--- config.mk ---
export PLATFORM = sky130hd
export DESIGN_NAME = seg7_scan_ctrl
export DESIGN_NICKNAME = d
export VERILOG_FILES = /design/src/rtl/seg7_scan_ctrl_pkg.sv /design/src/rtl/seg7_scan_ctrl_lut.sv /design/src/rtl/seg7_scan_ctrl.sv
export SDC_FILE = /design/constraint.sdc
export NUM_CORES = 1
export LEC_CHECK = 0
export ABC_AREA = 1
export BUFFER_PORTS_ARGS = -buffer_cell sky130_fd_sc_hd__buf_2
export CORE_MARGIN = 10
export CORE_UTILIZATION = 40
export DETAILED_ROUTE_END_ITERATION = 10
export PLACE_DENSITY = 0.56
export SLEW_MARGIN = 20
export SYNTH_ARGS = -nofsm -noshare
export SYNTH_HDL_FRONTEND = slang
export SYNTH_SLANG_ARGS = --single-unit
--- constraint.sdc ---
create_clock -name iCLK -period 2.9 [get_ports iCLK]
set_clock_uncertainty 0.05 [all_clocks]
set_input_delay 0.58 -clock iCLK [delete_from_list [all_inputs] [get_ports iCLK]]
set_output_delay 0.58 -clock iCLK [all_outputs]
set_load 0.01 [all_outputs]
--- src/rtl/seg7_scan_ctrl_pkg.sv ---
// Shared definitions for the multiplexed 7-segment scan controller.
//   - Segment/code constants used by the decoder and the frame buffers.
//   - Scan FSM state type.
//   - idx_width(): counter/index width helper that never returns 0.
package seg7_scan_ctrl_pkg;

    localparam logic [7:0] SEG_BLANK  = 8'hFF;   // active-low: all segments off
    localparam logic [3:0] CODE_BLANK = 4'hF;

    // Special glyph codes shown by the Sudoku board.
    localparam logic [3:0] CODE_A = 4'hA;
    localparam logic [3:0] CODE_B = 4'hB;
    localparam logic [3:0] CODE_C = 4'hC;

    typedef enum logic {
        BLANK = 1'b0,
        DRIVE = 1'b1
    } scan_state_t;

    // Width needed to hold values 0..n-1, at least one bit.
    function automatic int idx_width(input int n);
        return (n > 1) ? $clog2(n) : 1;
    endfunction

endpackage

--- src/rtl/seg7_scan_ctrl_lut.sv ---
// SEG7_LUT decoder: 4-bit code to active-low segment pattern {dp,g,f,e,d,c,b,a}.
//   code_i : 4-bit digit code (0-9 digits, A/B/C glyphs, D/E/F blank)
//   seg_o  : active-low segment pattern, purely combinational
module seg7_scan_ctrl_lut
    import seg7_scan_ctrl_pkg::*;
(
    input  logic [3:0] code_i,
    output logic [7:0] seg_o
);

    always_comb begin
        seg_o = SEG_BLANK;
        case (code_i)
            4'h0:    seg_o = 8'hC0;
            4'h1:    seg_o = 8'hF9;
            4'h2:    seg_o = 8'hA4;
            4'h3:    seg_o = 8'hB0;
            4'h4:    seg_o = 8'h99;
            4'h5:    seg_o = 8'h92;
            4'h6:    seg_o = 8'h82;
            4'h7:    seg_o = 8'hF8;
            4'h8:    seg_o = 8'h80;
            4'h9:    seg_o = 8'h90;
            CODE_A:  seg_o = 8'hC7;
            CODE_B:  seg_o = 8'hC6;
            CODE_C:  seg_o = 8'hB6;
            default: seg_o = SEG_BLANK;
        endcase
    end

endmodule

--- src/rtl/seg7_scan_ctrl.sv ---
// Time-multiplexed common-anode 7-segment scan controller.
// Each digit slot is PRESCALE cycles: BLANK_CYC cycles with every digit off
// (anti-ghosting), then the remainder driving one digit. New frames arrive via
// a one-deep pending buffer and are swapped into the active buffer only at the
// frame wrap, so a frame is never shown half old / half new.
//   iCLK, iRST       : clock, asynchronous active-high reset
//   iFRAME           : NUM_DIG 4-bit codes, digit i at [4i+3:4i]
//   iFRAME_VALID     : frame offer; oFRAME_READY : pending buffer free
//   iBLINK_EN/MASK   : global blink enable and per-digit blink select
//   oSEG             : registered active-low segments {dp,g,f,e,d,c,b,a}
//   oDIG_N           : registered active-low digit enables (one-hot or all ones)
//   oSCAN_IDX        : digit currently owning the slot
//   oFRAME_DONE      : one-cycle pulse in the first cycle after a frame wrap
module seg7_scan_ctrl
    import seg7_scan_ctrl_pkg::*;
#(
    parameter int NUM_DIG      = 4,
    parameter int PRESCALE     = 50000,
    parameter int BLANK_CYC    = 500,
    parameter int BLINK_FRAMES = 64,
    localparam int IDX_W       = idx_width(NUM_DIG)
) (
    input  logic                 iCLK,
    input  logic                 iRST,
    input  logic [4*NUM_DIG-1:0] iFRAME,
    input  logic                 iFRAME_VALID,
    output logic                 oFRAME_READY,
    input  logic                 iBLINK_EN,
    input  logic [NUM_DIG-1:0]   iBLINK_MASK,
    output logic [7:0]           oSEG,
    output logic [NUM_DIG-1:0]   oDIG_N,
    output logic [IDX_W-1:0]     oSCAN_IDX,
    output logic                 oFRAME_DONE
);

    localparam int CNT_W = idx_width(PRESCALE);
    localparam int BLK_W = idx_width(BLINK_FRAMES);
    localparam logic [CNT_W-1:0] BLANK_LAST = CNT_W'(BLANK_CYC - 1);
    localparam logic [CNT_W-1:0] DRIVE_LAST = CNT_W'(PRESCALE - BLANK_CYC - 1);
    localparam logic [IDX_W-1:0] IDX_LAST   = IDX_W'(NUM_DIG - 1);
    localparam logic [BLK_W-1:0] BLK_LAST   = BLK_W'(BLINK_FRAMES - 1);

    scan_state_t          state_q, state_d;
    logic [CNT_W-1:0]     cnt_q, cnt_d;
    logic [IDX_W-1:0]     idx_q, idx_d;
    logic [BLK_W-1:0]     blink_cnt_q, blink_cnt_d;
    logic                 phase_q, phase_d;
    logic [4*NUM_DIG-1:0] active_q, active_d;
    logic [4*NUM_DIG-1:0] pend_q, pend_d;
    logic                 pend_full_q, pend_full_d;
    logic [7:0]           seg_q, seg_d;
    logic [NUM_DIG-1:0]   dig_n_q, dig_n_d;
    logic                 done_q, done_d;

    logic                 accept;
    logic                 wrap;
    logic                 blank_now;
    logic [3:0]           digit_code [NUM_DIG];
    logic [7:0]           lut_seg;

    genvar gi;
    generate
        for (gi = 0; gi < NUM_DIG; gi++) begin : g_dig
            assign digit_code[gi] = active_q[4*gi +: 4];
            // Enables follow the next state so digit and segments switch on
            // the same edge (idx never changes on a BLANK->DRIVE transition).
            assign dig_n_d[gi] = !((state_d == DRIVE) && (idx_q == IDX_W'(gi)));
        end
    endgenerate

    seg7_scan_ctrl_lut u_lut (
        .code_i (digit_code[idx_q]),
        .seg_o  (lut_seg)
    );

    assign accept    = iFRAME_VALID && !pend_full_q;
    assign blank_now = iBLINK_EN && iBLINK_MASK[idx_q] && phase_q;

    always_comb begin
        state_d     = state_q;
        cnt_d       = cnt_q + CNT_W'(1);
        idx_d       = idx_q;
        blink_cnt_d = blink_cnt_q;
        phase_d     = phase_q;
        active_d    = active_q;
        pend_d      = pend_q;
        pend_full_d = pend_full_q;
        done_d      = 1'b0;
        wrap        = 1'b0;
        seg_d       = SEG_BLANK;

        case (state_q)
            BLANK: begin
                if (cnt_q == BLANK_LAST) begin
                    state_d = DRIVE;
                    cnt_d   = '0;
                end
            end
            DRIVE: begin
                if (cnt_q == DRIVE_LAST) begin
                    state_d = BLANK;
                    cnt_d   = '0;
                    if (idx_q == IDX_LAST) begin
                        idx_d = '0;
                        wrap  = 1'b1;
                    end else begin
                        idx_d = idx_q + IDX_W'(1);
                    end
                end
            end
            default: state_d = BLANK;
        endcase

        if (wrap) begin
            done_d = 1'b1;
            if (blink_cnt_q == BLK_LAST) begin
                blink_cnt_d = '0;
                phase_d     = !phase_q;
            end else begin
                blink_cnt_d = blink_cnt_q + BLK_W'(1);
            end
            if (pend_full_q) begin
                active_d    = pend_q;
                pend_full_d = 1'b0;
            end
        end

        // Accept only happens with pending empty, so it never collides with a
        // swap: a frame taken on the wrap edge waits for the following wrap.
        if (accept) begin
            pend_d      = iFRAME;
            pend_full_d = 1'b1;
        end

        if (state_d == DRIVE && !blank_now) begin
            seg_d = lut_seg;
        end
    end

    always_ff @(posedge iCLK or posedge iRST) begin
        if (iRST) begin
            state_q     <= BLANK;
            cnt_q       <= '0;
            idx_q       <= '0;
            blink_cnt_q <= '0;
            phase_q     <= 1'b0;
            active_q    <= {NUM_DIG{CODE_BLANK}};
            pend_q      <= '0;
            pend_full_q <= 1'b0;
            seg_q       <= SEG_BLANK;
            dig_n_q     <= '1;
            done_q      <= 1'b0;
        end else begin
            state_q     <= state_d;
            cnt_q       <= cnt_d;
            idx_q       <= idx_d;
            blink_cnt_q <= blink_cnt_d;
            phase_q     <= phase_d;
            active_q    <= active_d;
            pend_q      <= pend_d;
            pend_full_q <= pend_full_d;
            seg_q       <= seg_d;
            dig_n_q     <= dig_n_d;
            done_q      <= done_d;
        end
    end

    assign oFRAME_READY = !pend_full_q;
    assign oSEG         = seg_q;
    assign oDIG_N       = dig_n_q;
    assign oSCAN_IDX    = idx_q;
    assign oFRAME_DONE  = done_q;

endmodule

# Word-level counts from Yosys, hierarchy flattened
# Memories as Yosys holds them, arrays and structs flattened.
# Index checks and enable logic that the tools add are counted.
dict set report totals {
  mem_bits_ro 112
  mem_count 1
  ff_bits 72
}
# memory depth width read_ports rd_ports_with_merged_regs write_ports line
set memory_table {}
lappend memory_table {{(name not given)} 16 7 1 0 0 seg7_scan_ctrl_lut.sv:13} ;# case (code_i)
dict set report classes {
  n_lt_le_gt_ge 2
  bitwise 2
  n_mux 20
  n_eq_ne 6
  n_reduce_logical 20
  add_sub_neg 3
}
# operator n
set op_table {}
lappend op_table {{2-to-1 mux 16 bit} 2}
lappend op_table {{case mux 16 bit (2 select lines)} 1}
lappend op_table {{adder 16 x 1 -> 16 bit (second input constant)} 1}
lappend op_table {{equality test 16 bit (second input constant)} 1}
lappend op_table {{equality test 16 x 9 -> 1 bit (second input constant)} 1}
lappend op_table {{2-to-1 mux 1 bit} 9}
lappend op_table {{binary-select mux 4 bit (select 2 bit)} 1}
lappend op_table {{logical AND 1 bit} 8}
lappend op_table {{2-to-1 mux 4 bit} 2}
lappend op_table {{2-to-1 mux 8 bit} 1}
lappend op_table {{logical NOT 1 bit} 7}
lappend op_table {{adder 6 x 1 -> 6 bit (second input constant)} 1}
lappend op_table {{equality test 6 bit (second input constant)} 1}
lappend op_table {{2-to-1 mux 6 bit} 1}
lappend op_table {{AND reduction 2 bit} 3}
lappend op_table {{equality test 2 bit (second input constant)} 2}
lappend op_table {{greater-or-equal comparator 3 bit (second input constant)} 1}
lappend op_table {{less-than comparator 2 x 3 -> 1 bit (second input constant)} 1}
lappend op_table {{inverter 2 -> 3 bit} 1}
lappend op_table {{adder 2 x 1 -> 2 bit (second input constant)} 1}
lappend op_table {{binary-select mux 1 bit (select 2 bit)} 1}
lappend op_table {{equality test 2 x 1 -> 1 bit (second input constant)} 1}
lappend op_table {{logical NOT 2 bit} 1}
lappend op_table {{2-to-1 mux 2 bit} 1}
lappend op_table {{3 further kinds} 3}

# Depth between registers and ports, before layout
# Gate-level depths: netlist of run 1.
dict set report logic_depth {
  depth_word 7
  ltp_mapped 13
}

# Hierarchy
# From an unflattened synthesis of run 1, not the netlist that was laid out.
dict set report hier_totals {
  hier_cells 423
  area_unflattened_um2 3757.4
}
# mod cells_per_inst area_per_inst_um2 n_inst
set by_module_without_submodules {}
lappend by_module_without_submodules {seg7_scan_ctrl 379 3500.9 1}
lappend by_module_without_submodules {seg7_scan_ctrl_lut 44 256.5 1}

# Worst setup path before layout of run 1
# OpenSTA, ideal clock, no wires.
dict set report synth_path {
  path_type {register -> register}
  start {register idx_q[0], in the netlist oSCAN_IDX[0]}
  end {register seg_q[3], in the netlist oSEG[3]}
  t_arrival_ns 1.593
  path_stages_with_launch 12
  slack_ns 1.196
  setup_ns 0.060
  cell_sequence {dfrtp_1 -> inv_2 -> buf_2 -> nand2_1 -> nand3_1 -> nand2_1 -> ha_1 -> nand3_1 -> nand3_1 -> nand2_1 -> clkinv_1 -> nand2_1}
}
dict set report synth_between {
  elab_chain_cells 7
  elab_cells_between_ends 12
  cone_classes {mux (6); bitwise (1); reduce/logical (4); memory (1)}
}
# item line
set synth_rtl {}
lappend synth_rtl {{start: declaration} seg7_scan_ctrl.sv:45} ;# logic [IDX_W-1:0] idx_q, idx_d;
lappend synth_rtl {{start signal: assignment} seg7_scan_ctrl.sv:156} ;# idx_q <= idx_d;
lappend synth_rtl {{parallel branches: the longest is 6 deep, another holds memory read (16 x 7 bit)} n/a}
lappend synth_rtl {{2-to-1 mux 8 bit *} seg7_scan_ctrl.sv:135} ;# if (state_d == DRIVE && !blank_now) begin
lappend synth_rtl {{net seg_d[3]} seg7_scan_ctrl.sv:51} ;# logic [7:0] seg_q, seg_d;
lappend synth_rtl {{end signal: assignment} seg7_scan_ctrl.sv:162} ;# seg_q <= seg_d;
lappend synth_rtl {{end: declaration} seg7_scan_ctrl.sv:51}
# Mark *: on every way through the listed nets, which the timed path passes. The select of a mux whose other input is x is not followed.
# A chain may end at the register's enable or synchronous reset.

# Worst setup path in the final report of run 1
dict set report layout_path {
  start {register idx_q[0], in the netlist oSCAN_IDX[0]}
  end {register seg_q[4], in the netlist oSEG[4]}
}
# The elaborated chain is that of the path after synthesis.

==> flow_summary.toml, run 1 <==
[synth]
synthTopCellsByArea = "dfrtp_1, dfstp_2, nand2_1"
synth_edf_count = 0
yosysMostFrequentCell = "nand2_1"
synth_cell_type_count = 31
synth_top_cells_by_count = "nand2_1, dfrtp_1, nor2_1"
async_reset_ff_frac = 1.00
ys_ff_latch = 71
synth_warnings = 0
synthFlopType = "dfrtp_1"
avgSynthCellArea_um2 = 8.44
yosysSeqAreaShare = 0.493
synthesis.nets = 470
netlist_area_um2 = 3670
synth_largest_area_cell = "dfrtp_1"
synth_top_area_share = 0.300
synth_cells = 435

[pwr]
seqPwrFrac = 0.554
internal_power_mw = 1.45
switching_share = 0.224
ir_drop_mv = 0.236
p_comb_frac = 0.034
p_sw_uw = 418
leakagePower_nw = 2.02
p_clk_frac = 0.412
p_total_mw = 1.86
p_per_area_nw_per_um2 = 449

[detailed_routing]
final_antenna_net_count = 0
vias = 2851
wl_per_cell_um = 13.2
drc = 0
drt_pass1_iterations = 6
drtIter0Drc = 161
wirelength_mm = 7.79
via_per_inst = 4.82

[grt]
grt_max_degree = 26
gr-total-overflow = 0
grt.total_usage = 0.125
grt_pass1_vias = 2788
antenna_found_initial = 0
grt_pass1_wl_mm = 13.5

[clock_network]
clockBufferDepth = 2
post_cts_buffers = 0
cts_buffers = 9
clock-sinks = 71
clock_latency_ns = 0.35
cts_root_buf = "clkbuf_8"
cts_tree = "yes"
clkSlewWorstSetupHoldPaths_ns = 0.08
cts_resized = 0
cts_hold_buf = 0
htreeDepth = 3

[timing]
finalSetupViolations = 0
drv_slew = 0
timing.final.crit_share = 0.691
worst_pin_slew_ns = 0.610
relSlewSlack = 0.592
hold_viol = 0
fmax_mhz = 499
fin_tns_setup_ns = 0
rsz0062_at_grt = "no"
post-route-min-period_ns = 2.00

[cells_and_area]
drive_gt1_frac = 0.259
fillers = 865
area_delta_synth_final_pct = 13.0
multiInputGateArea_um2 = 1630
fin_area_um2 = 4150
num-nets-final = 513
antenna_cells = 0
register_area_um2 = 1810

[floorplanning]
coreArea_um2 = 8850
die_area_um2 = 13400
row_count = 34
die_w_um = 116
ios = 40
start_util = 0.415
die_height_um = 116

[placement]
gp_congestion = 0.936
post_dp_cell_area_um2 = 3970
dp_hpwl_mm = 5.96
portBuffers = 38

[critical_path]
critical_path_required_ns = 3.14
reg2reg_depth = 10
worst-path-max-fanout = 16
cp-start-kind = "flop"
arrival_ns = 2.25
endpoint_kind = "flop"
critPathKind = "flop to flop"

[worst_hold_path]
min_path_type = "input pin to asynchronous set/reset pin"

[flow_run]
cap_violations = 0

[status]
status = "finished, final reports clean"
cell families (layout without fill, tap and decap cells):
family / count (synthesis) / in the layout / share of synthesized area
AOI/OAI and AO/OA: 17 / 17 / 0.0232
xor gates and xnor gates: 10 / 10 / 0.0238
buffers and inverters: 54 / 102 / 0.0623
adders and majority gates: 11 / 11 / 0.0375
other: 1 / 1 / 0.00102
and+or+nand+nor: 255 / 255 / 0.310
DFF: 71 / 71 / 0.493
muxes: 16 / 16 / 0.0490
critical path, cell delays in order, from the launching register on:
cell      delay [ns]
dfrtp_1         0.64
inv_2           0.22
nand2_1         0.11
nand3_1         0.07
nand2_1         0.19
inv_1           0.10
ha_1            0.21
nand3b_1        0.15
nand2_1         0.07
a21oi_1         0.07
nand2_1         0.07
sequential cells by signal, indices dropped and copies added (netlist names):
register	flops
oSEG	7
oFRAME_DONE	1
pend_q	16
oSCAN_IDX	2
pend_full_q	1
oDIG_N	4
blink_cnt_q	6
phase_q	1
cnt_q	16
active_q	16
state_q	1
metal layers:
| metal | wire (um) | GRT usage | vias to the layer above | share of wire |
|---|---|---|---|---|
| li1 | - | - | 1477 | - |
| met1 | 3730 | 0.164 | 1308 | 0.48 |
| met2 | 3550 | 0.189 | 55 | 0.46 |
| met3 | 380 | 0.0367 | 11 | 0.049 |
| met4 | 130 | 0.0484 | 0 | 0.017 |
| met5 | 0 | 0 | - | 0 |
layout by cell type (no fill, tap or decap), types with 2 or more instances in the layout:
| master | count |
|---|---|
| nand2_1 | 141 |
| dfrtp_1 | 44 |
| nor2_1 | 41 |
| buf_2 | 38 |
| inv_1 | 31 |
| nand3_1 | 30 |
| dfstp_2 | 27 |
| nand4_1 | 22 |
| mux2_2 | 16 |
| ha_1 | 11 |
| inv_2 | 10 |
| xor2_1 | 9 |
| clkbuf_8 | 9 |
| a21oi_1 | 7 |
| nor2_2 | 6 |
| o21ai_0 | 6 |
| o21ai_1 | 4 |
| buf_4 | 4 |
| clkinv_1 | 3 |
| nor3_1 | 3 |
| clkinv_2 | 3 |
| nor2_4 | 2 |
| nand3_2 | 2 |
| nand2_2 | 2 |
| nand3b_1 | 2 |
power groups by stage:
stage / Combinational [mW] / Sequential (mW) / Clock [mW]
finish: 0.0633 / 1.03 / 0.769
global route: 0.0731 / 1.04 / 0.836
CTS: 0.0664 / 1.03 / 0.790
detailed placement: 0.0664 / 1.05 / 0
global placement: 0.0635 / 1.05 / 0
floorplan: 0.0390 / 1.04 / 0
metrics by stage:
step | utilization | setup WS [ns] | cells | hold WS (ns)
final | 0.469 | 0.895 | 591 | 0.217
after global routing | 0.469 | 0.629 | 591 | 0.255
after CTS | 0.469 | 0.906 | 591 | 0.228
after detailed placement | 0.448 | 0.913 | 575 | 0.407
after global placement | 0.448 | 1.00 | 575 | 0.406
after floorplan | - | 0.518 | 435 | 0.383
worst paths after layout:
check	from	to	slack, ns
max	oSCAN_IDX[0]	oSEG[4]	0.90
min	iRST	pend_q[14]	0.22
max reg2reg	oSCAN_IDX[0]	oSEG[4]	0.90
min reg2reg	cnt_q[0]	cnt_q[0]	0.41
max in group asynchronous	iRST	oDIG_N[2]	1.90
min in group iCLK	iFRAME[0]	pend_q[0]	0.41
final cells by class:
cell class | count | share of cell area
Sequential cell | 71 | 0.436
Clock inverter | 6 | 0.0145
Tap cell | 108 | 0.0325
Inverter | 44 | 0.0398
Multi-Input combinational cell | 310 | 0.393
Clock buffer | 10 | 0.0307
Timing Repair Buffer | 42 | 0.0530
(Power assumes the default switching activity.)
==> inputs of run 2 (changes only) <==
--- a/config.mk
+++ b/config.mk
@@ -10,7 +10,7 @@
 export CORE_MARGIN = 10
 export CORE_UTILIZATION = 40
 export DETAILED_ROUTE_END_ITERATION = 10
-export PLACE_DENSITY = 0.56
+export PLACE_DENSITY = 0.58
 export SLEW_MARGIN = 20
 export SYNTH_ARGS = -nofsm -noshare
 export SYNTH_HDL_FRONTEND = slang
==> constraint.sdc (replaced) <==
create_clock -name iCLK -period 1.8 [get_ports iCLK]
set_clock_uncertainty 0.05 [all_clocks]
set_input_delay 0.36 -clock iCLK [delete_from_list [all_inputs] [get_ports iCLK]]
set_output_delay 0.36 -clock iCLK [all_outputs]
set_load 0.01 [all_outputs]
==> run 2 against run 1 <==
Global-route usage is 0.32 points higher. Cell count is 2.2% higher. Worst setup slack worse by 0.78 ns. First-iteration DRC count is 22% lower. Register-to-register slack worse by 0.78 ns. Via count is 3.4% higher. Sequential power is 61% higher. Power is 79% higher. Combinational power is 66% higher. Clock power is 100% higher. Flip-flop and latch count stayed put. Critical path type unchanged.
==> flow_summary.toml, run 2 (same netlist as run 1, synthesis figures left out) <==
[critical_path]
path_cells = "ha_2 > nand2_1 > nor2_1 > nand2_1 > nor2_4 > nand4_2 > nand2_1 > nand2_1"
critPathSlowestCell = "dfrtp_1"
crit_cells = 8
reg2reg_depth = 8
critPathBufInv = 0
arrival_ns = 1.92
endpoint_kind = "flop"
r2r-end = "active_q[14]"
r2r_setup_slack_ns = 0.11
critPathMostFrequentCell = "nand2_1"
startpoint = "cnt_q[0]"
critical_path_required_ns = 2.03
crit_family = "simple AND/OR/NAND/NOR gates"
crit_path_max_incr_delay_ns = 0.38
reg2reg_from = "cnt_q[0]"
critPathKind = "flop to flop"
worst-path-max-fanout = 6
cp-start-kind = "flop"

[cells_and_area]
area_delta_synth_final_pct = 19.5
mostFrequentLayoutCells = "nand2_1, dfrtp_1, nor2_1"
reg_top3 = "active_q x16, cnt_q x16, pend_q x16"
num-nets-final = 526
final_common_cell = "nand2_1"
antenna_cells = 0
drive_gt1_frac = 0.292

[timing]
hold_viol = 0
drv_slew = 0
timing.final.crit_share = 0.938
setup_ws_ns = 0.112
fmax_mhz = 592
whs_ns = 0.191
post-route-min-period_ns = 1.69
finalSetupViolations = 0
rsz0062_at_grt = "yes"

[pwr]
p_total_mw = 3.33
leakagePower_nw = 2.12
p_per_area_nw_per_um2 = 758
ir_drop_mv = 0.399

[floorplanning]
die_height_um = 116
row_count = 34
die_w_um = 116
die_area_um2 = 13400
coreArea_um2 = 8850
ios = 40
start_util = 0.415

[clock_network]
clock_latency_ns = 0.34
cts_tree = "yes"
htreeDepth = 3
cts_buffers = 9
clock-sinks = 71
clkSlewWorstSetupHoldPaths_ns = 0.08
clockBufferDepth = 2
cts_root_buf = "clkbuf_8"

[status]
status = "finished, final reports clean"

[detailed_routing]
drtIter0Drc = 126
wl_per_cell_um = 13.3
vias = 2949
via_per_inst = 4.88
drt_pass1_iterations = 4
wirelength_mm = 8.04
final_antenna_net_count = 0
drc = 0

[grt]
grt_pass1_wl_mm = 14.0
grt_max_degree = 36
grt.total_usage = 0.128
gr-total-overflow = 0
grt_pass1_vias = 2999
antenna_found_initial = 0

[placement]
gp_congestion = 0.844
pre_cts_ws_ns = 0.0402
dp_hpwl_mm = 5.98
portBuffers = 38

[worst_hold_path]
worstHoldStart = "iFRAME[4]"
whs_path_depth = 2
min_path_type = "input pin to flop"
hold_end = "pend_q[4]"

[flow_run]
cap_violations = 0
## run 2: cell count changes in the layout (fill, tap and decap cells not counted), moves of 3 or more
cell / change
clkinv_2: -3
buf_4: +8
nand2_1: -3
clkinvlp_4: +3
## run 2: worst register-to-register path, cell delays in order, from the launching register on
cell	delay (ns)
dfrtp_1	0.38
ha_2	0.24
nand2_1	0.10
nor2_1	0.11
nand2_1	0.09
nor2_4	0.27
nand4_2	0.22
nand2_1	0.13
nand2_1	0.06
## run 2: metal layers
metal  track usage  vias up  part of all wire
met5             0        -                 0
li1              -     1520                 -
met3        0.0274       10             0.038
met1         0.174     1369              0.50
met4        0.0525        0             0.014
met2         0.193       50              0.45
## run 2: timing repair
action,CTS,global route
resized for setup,0,12
endpoints found under the setup margin,0,30
hold buffers,1,0
endpoints found under the hold margin,17,0
setup buffers,0,0
## run 2: area by class of cell
type,instances,area (um^2)
Clock inverter,5,105
Timing Repair Buffer,53,330
Sequential cell,71,1810
Multi-Input combinational cell,312,1690
Tap cell,108,135
Inverter,44,171
Clock buffer,11,141
Fill cell,881,4460
## run 2: stage by stage
stage | utilization | cell area [um^2] | std cells | TNS [ns]
5_1_grt | 0.496 | 4390 | 604 | -0.176
3_3_place_gp | 0.460 | 4070 | 585 | 0
6_report | 0.496 | 4390 | 604 | 0
3_5_place_dp | 0.460 | 4070 | 585 | 0
4_1_cts | 0.489 | 4330 | 602 | 0
2_1_floorplan | - | 3680 | 435 | 0
## run 2: how the worst max path moves through the flow
stage,end,slack [ns]
floorplan,oSEG[3],0.1
global placement,oSEG[4],0.10
detailed placement,oSEG[5],0.04
CTS,oSEG[4],0.03
global route,oSEG[3],-0.03
finish,active_q[14],0.11
## run 2: power by group
| group | internal (mW) | leakage [nW] | switching (mW) |
|---|---|---|---|
| combinational | 0.0552 | 1.16 | 0.0501 |
| sequential | 1.64 | 0.847 | 0.0237 |
| clock | 0.959 | 0.116 | 0.602 |
| total | 2.65 | 2.12 | 0.676 |
